`config.mk`:
```
export PLATFORM = sky130hd
export DESIGN_NAME = wb_write_arbiter
export DESIGN_NICKNAME = d
export VERILOG_FILES = /design/src/rtl/wb_write_arbiter.sv
export SDC_FILE = /design/constraint.sdc
export NUM_CORES = 1
export LEC_CHECK = 0
export BUFFER_PORTS_ARGS = -buffer_cell sky130_fd_sc_hd__buf_2
export CORE_MARGIN = 2
export CORE_UTILIZATION = 50
export CTS_CLUSTER_DIAMETER = 120
export CTS_CLUSTER_SIZE = 8
export DETAILED_ROUTE_END_ITERATION = 16
export GPL_ROUTABILITY_DRIVEN = 0
export PLACE_DENSITY = 0.75
export SLEW_MARGIN = 20
export SYNTH_ARGS = -nofsm -noshare
export SYNTH_HDL_FRONTEND = slang
export SYNTH_SLANG_ARGS = --single-unit
```
`constraint.sdc`:
```
create_clock -name i_clk -period 2.85 [get_ports i_clk]
set_input_delay 0.1425 -clock i_clk [delete_from_list [all_inputs] [get_ports i_clk]]
set_output_delay 0.1425 -clock i_clk [all_outputs]
set_load 0.05 [all_outputs]
```
`src/rtl/wb_write_arbiter.sv`:
```
// wb_write_arbiter
// Shares the register-bank write port between the writeback stage and debug
// register loads. Debug writes queue in a small FIFO and drain on cycles where
// writeback leaves the port free. A head entry that waits too long moves the
// FSM to STALL, which freezes the pipeline front-end until the FIFO is empty.
//
// Optional build macro: WB_ARB_COUNT_EN
//   Adds o_dbg_wr_cnt (debug pops, including discarded r0 writes) and
//   o_stall_cyc_cnt (cycles with o_pipe_stall high). Both are cleared by reset
//   and wrap modulo 2^32.
//
// Handshake: a debug write transfers on a cycle where i_dbg_valid and
// o_dbg_ready are both high. o_dbg_ready depends only on registered state and
// i_reset, never on i_dbg_valid. The requester holds reg/data stable while
// valid is high and ready is low.
module wb_write_arbiter #(
  parameter int NB_DATA      = 32,
  parameter int NB_REG       = 5,
  parameter int DEPTH        = 4,
  parameter int STARVE_LIMIT = 8
) (
  input  logic               i_clk,
  input  logic               i_reset,
  input  logic [NB_REG-1:0]  i_write_reg,
  input  logic [NB_DATA-1:0] i_WB_data,
  input  logic               i_WB_write,
  input  logic               i_dbg_valid,
  output logic               o_dbg_ready,
  input  logic [NB_REG-1:0]  i_dbg_reg,
  input  logic [NB_DATA-1:0] i_dbg_data,
  output logic               o_pipe_stall,
  output logic               o_rf_write,
  output logic [NB_REG-1:0]  o_rf_reg,
  output logic [NB_DATA-1:0] o_rf_data,
`ifdef WB_ARB_COUNT_EN
  output logic [31:0]        o_dbg_wr_cnt,
  output logic [31:0]        o_stall_cyc_cnt,
`endif
  output logic               o_dbg_pending
);

  localparam int PTR_W   = $clog2(DEPTH);
  localparam int CNT_W   = PTR_W + 1;
  localparam int AGE_W   = $clog2(STARVE_LIMIT + 1);
  localparam int ENTRY_W = NB_REG + NB_DATA;

  typedef enum logic [1:0] {
    ST_IDLE  = 2'd0,
    ST_PEND  = 2'd1,
    ST_STALL = 2'd2
  } state_t;

  // Registered state
  state_t             r_state;
  logic [ENTRY_W-1:0] r_mem [DEPTH];
  logic [PTR_W-1:0]   r_wr_ptr;
  logic [PTR_W-1:0]   r_rd_ptr;
  logic [CNT_W-1:0]   r_count;
  logic [AGE_W-1:0]   r_age;

  // Combinational helpers
  state_t             w_state_next;
  logic               w_full;
  logic               w_empty;
  logic               w_wb_grant;
  logic               w_port_free;
  logic               w_push;
  logic               w_pop;
  logic               w_last_entry;
  logic               w_age_at_limit;
  logic [NB_REG-1:0]  w_head_reg;
  logic [NB_DATA-1:0] w_head_data;

  assign w_full         = (r_count == CNT_W'(DEPTH));
  assign w_empty        = (r_count == '0);
  assign w_last_entry   = (r_count == CNT_W'(1));
  assign w_age_at_limit = (r_age == AGE_W'(STARVE_LIMIT - 1));
  assign w_wb_grant     = i_WB_write && (i_write_reg != '0);
  assign w_port_free    = !w_wb_grant;

  assign {w_head_reg, w_head_data} = r_mem[r_rd_ptr];

  // Ready comes from registered state; reset holds it low
  assign o_dbg_ready   = !i_reset && !w_full && (r_state != ST_STALL);
  assign o_pipe_stall  = !i_reset && (r_state == ST_STALL);
  assign o_dbg_pending = !i_reset && !w_empty;

  // A full FIFO never accepts, even when the head pops this same cycle
  assign w_push = i_dbg_valid && o_dbg_ready;
  assign w_pop  = !i_reset && w_port_free && !w_empty;

  // Write-port mux: writeback first, otherwise the FIFO head with zero latency
  always_comb begin
    o_rf_write = 1'b0;
    o_rf_reg   = i_write_reg;
    o_rf_data  = i_WB_data;
    if (i_reset) begin
      o_rf_write = 1'b0;
    end else if (w_wb_grant) begin
      o_rf_write = 1'b1;
    end else if (w_pop) begin
      // Debug loads to r0 are drained but never written
      o_rf_write = (w_head_reg != '0);
      o_rf_reg   = w_head_reg;
      o_rf_data  = w_head_data;
    end
  end

  // FIFO storage: entries are only written on an accepted push
  always_ff @(posedge i_clk) begin
    if (w_push) begin
      r_mem[r_wr_ptr] <= {i_dbg_reg, i_dbg_data};
    end
  end

  // FIFO pointers and occupancy
  always_ff @(posedge i_clk) begin
    if (i_reset) begin
      r_wr_ptr <= '0;
      r_rd_ptr <= '0;
      r_count  <= '0;
    end else begin
      if (w_push) begin
        r_wr_ptr <= r_wr_ptr + PTR_W'(1);
      end
      if (w_pop) begin
        r_rd_ptr <= r_rd_ptr + PTR_W'(1);
      end
      case ({w_push, w_pop})
        2'b10:   r_count <= r_count + CNT_W'(1);
        2'b01:   r_count <= r_count - CNT_W'(1);
        default: r_count <= r_count;
      endcase
    end
  end

  // Head age: how long the current head has waited, saturating at the limit
  always_ff @(posedge i_clk) begin
    if (i_reset) begin
      r_age <= '0;
    end else if (w_pop || w_empty) begin
      r_age <= '0;
    end else if (r_age != AGE_W'(STARVE_LIMIT)) begin
      r_age <= r_age + AGE_W'(1);
    end
  end

  // FSM state register
  always_ff @(posedge i_clk) begin
    if (i_reset) begin
      r_state <= ST_IDLE;
    end else begin
      r_state <= w_state_next;
    end
  end

  // FSM next-state logic
  always_comb begin
    w_state_next = r_state;
    case (r_state)
      ST_IDLE: begin
        if (w_push) begin
          w_state_next = ST_PEND;
        end
      end
      ST_PEND: begin
        if (w_pop && w_last_entry && !w_push) begin
          w_state_next = ST_IDLE;
        end else if (w_age_at_limit && !w_pop) begin
          w_state_next = ST_STALL;
        end
      end
      ST_STALL: begin
        // No pushes are accepted here, so the last pop always empties the FIFO
        if (w_pop && w_last_entry) begin
          w_state_next = ST_IDLE;
        end
      end
      default: begin
        w_state_next = ST_IDLE;
      end
    endcase
  end

`ifdef WB_ARB_COUNT_EN
  logic [31:0] r_dbg_wr_cnt;
  logic [31:0] r_stall_cyc_cnt;

  // Activity counters for debug pops and stalled cycles
  always_ff @(posedge i_clk) begin
    if (i_reset) begin
      r_dbg_wr_cnt    <= '0;
      r_stall_cyc_cnt <= '0;
    end else begin
      if (w_pop) begin
        r_dbg_wr_cnt <= r_dbg_wr_cnt + 32'd1;
      end
      if (r_state == ST_STALL) begin
        r_stall_cyc_cnt <= r_stall_cyc_cnt + 32'd1;
      end
    end
  end

  assign o_dbg_wr_cnt    = r_dbg_wr_cnt;
  assign o_stall_cyc_cnt = r_stall_cyc_cnt;
`endif

endmodule

```
==> flow_summary.toml <==
[synthesis]
ys_types = 36
postSynthCellCount = 335
syn_avg_cell_area_um2 = 20.02
syn_nets = 424
synth-seq-cells = 163
muxShareOfSynthArea_pct = 20.15
synth_xor_xnor_area_share_pct = 0.6529
ys_warn_count = 0
synthAdderAreaFrac_pct = 2.052
synth_top_family_by_area = "multiplexers"
synth_area_mm2 = 0.006708
synth-simple-area-share_pct = 3.096
synth_compound_gate_area_share_pct = 1.455
yosysSeqAreaShare_pct = 70.73

[sta]
finalSetupViolCount = 0
fmax_ghz = 0.3796
slew_headroom_pct = 70.26
clock-skew-final_ns = 0.004535
hold_viol_final = 0
final_max_slew_viol_count = 0
rsz0062_at_grt = "false"
tightestPinTransition_ns = 0.4461
min_period_ns = 2.634
tns_ns = 0
finalCritPeriodShare_pct = 92.44

[floorplan]
die_y_um = 119.8
fp-row-count = 42
core_area_mm2 = 0.01319
dieArea_mm2 = 0.01436
start_util_pct = 50.85
fp.dieW_um = 119.8
num_io_pins = 119

[layout]
antenna_cells = 0
seqCellArea_mm2 = 0.004750
multi_input_comb_area_mm2 = 0.001846
layout_commonest_cell = "edfxtp_1"
final_cell_mix = "edfxtp_1, buf_2, mux4_2, dlygate4sd3_1, mux2_4"
synthToLayoutAreaGrowth_pct = 26.92
fin_cells = 697
nets = 597
drive_above_1_share_pct = 43.38
nFillCells = 919

[critical_path]
worstPathRequired_ns = 2.71
cp-start-kind = "flip-flop"
startpoint = "r_count[1]"
endpoint_kind = "output port"
ff2ff_setup_slack_ns = 0.60
reg2reg_to = "r_count[2]"
r2r_cells = 8
worstPathArrival_ns = 2.49
critPathMaxFanout = 22
r2r-start = "r_count[0]"
critPathKind = "flip-flop to output port"

[clock_tree]
path_clk_slew_ns = 0.06
htree_levels = 4
clkSinkCount = 163
numCtsBuffers = 17
root_buffer = "clkbuf_16"
worstSkewPairLatency_ns = 0.41
cts_buffer_depth = 2
cts_tree = "yes"

[grt]
grtUsageTotal_pct = 18.59
antenna_found_initial = 0
grt-ovfl-total = 0
grt_pass1_vias = 3874
grt_max_degree = 28
grt_pass1_wl_um = 19920

[drt]
drtAntennaViolNets = 0
wl_per_cell_um = 17.96
vias = 3646
wirelength_um = 12520
drt_iter0_markers = 236
drcViolationCount = 0
dr.pass1.iters = 4
viasPerCell = 5.231

[hold_path]
whs_endpoint = "r_state[0]"
worst_hold_path_type = "primary input to flip-flop"
hold_path_depth = 3
min_from = "i_dbg_valid"

[flow_run]
cap_viol_max_count = 0

[power]
leakage_nw = 3.122
power_density_mw_per_mm2 = 665.3
ir_worst_vdd_mv = 0.4755

[place]
dp_hpwl_um = 7973
dp_cells = 628
io_buffers = 118

[outcome]
status = "complete, no violations"
## worst max-delay path, cell delays in order (launching register included)
cell      delay, ns
dfxtp_1        0.31
inv_1          0.11
ha_1           0.20
nand2b_1       0.09
nand2b_1       0.14
inv_2          0.08
nand2_2        0.17
buf_4          0.36
mux2_1         0.37
buf_2          0.22
## registers in the layout, indices dropped and copies added (netlist names), named ones only
signal and cells:
r_count 3, r_rd_ptr 2, r_state 2, r_mem 148
r_age 4, r_wr_ptr 2
## power by group
part,internal [mW],switching [mW],total [mW],leakage (nW)
logic,0.322,0.465,0.787,1.38
registers,2.67,0.0350,2.71,1.47
clock network,1.28,0.885,2.17,0.273
## through the flow
| step | util, % | setup WS [ns] | hold slack (ns) | power (mW) | cell area [um2] |
|---|---|---|---|---|---|
| 2_1_floorplan | - | 0.3218 | 0.2414 | 3.310 | 6708 |
| 3_3_place_gp | 57.44 | 0.5201 | 0.3536 | 3.498 | 7576 |
| 3_5_place_dp | 57.44 | 0.5362 | 0.3597 | 3.511 | 7576 |
| 4_1_cts | 64.52 | 0.08635 | 0.004356 | 5.707 | 8511 |
| 5_1_grt | 64.54 | 0.04165 | 0.02662 | 5.852 | 8513 |
| 6_report | 64.54 | 0.2156 | 0.01608 | 5.663 | 8513 |
## Yosys cell counts
cell         n  area share [%]
mux2i_1      3            0.45
buf_6        4            0.67
o21ai_2      1            0.13
o21a_1       1            0.11
a21oi_1      7            0.52
o21ai_0      2            0.15
nand2b_1     5            0.47
nand4b_1     1            0.13
or2_2        1           0.093
buf_2        4            0.30
nand3_1      3            0.22
nor3_1       2            0.15
or4_4        1            0.17
xnor2_1      2            0.26
and3_1       1           0.093
a211oi_1     1            0.11
nand3b_1     1            0.11
or3_1        2            0.19
mux4_2      37              12
inv_1        8            0.45
dfxtp_1     15             4.5
clkbuf_1     5            0.28
a21bo_2      1            0.15
mux2_4      19             4.3
o21ai_1      2            0.15
or4_1        1            0.11
buf_1        1           0.056
nand2_1      6            0.34
inv_2        2            0.11
edfxtp_1   148              66
a2111oi_0    1            0.13
mux2_1      18             3.0
ha_1        11             2.1
xor2_1       3            0.39
nor2_1      10            0.56
and2_1       5            0.47
## kinds of logic after synthesis
| kind of cell | after synthesis |
|---|---|
| DFF | 163 |
| muxes | 77 |
| adders and majority gates | 11 |
| buffers and inverters | 24 |
| xor gates and xnor gates | 5 |
| AOI/OAI and AO/OA | 16 |
| and+or+nand+nor | 39 |
## what timing repair did
item	in CTS	in global routing
hold endpoints to repair	148	0
gates resized for setup	0	1
hold buffers	37	0
setup endpoints to repair	0	1
buffers inserted	0	0
## worst max-delay path by stage
| stage | cells after the start | slack [ns] | end |
|---|---|---|---|
| after floorplan | 6 | 0.32 | r_mem[0][0] |
| after global placement | 5 | 0.52 | o_rf_write |
| after detailed placement | 5 | 0.54 | o_rf_write |
| after CTS | 5 | 0.09 | o_rf_write |
| after global routing | 9 | 0.04 | o_rf_data[14] |
| final | 9 | 0.22 | o_rf_data[14] |
## layout make-up
| class | instances | area share [%] |
|---|---|---|
| clock buffers | 18 | 5.041 |
| clock inverters | 14 | 1.587 |
| inverters | 10 | 0.4409 |
| multi-input cells | 148 | 21.68 |
| flip-flops and latches | 163 | 55.79 |
| well taps | 176 | 2.587 |
| repair buffers | 168 | 12.87 |
## per-layer routing
metal	share of wire [%]	GRT usage, %
met5	0	0
met4	1.6	6.838
met3	4.8	4.753
met2	50	30.89
met1	44	23.83
Power figures use the tool's default switching activity.
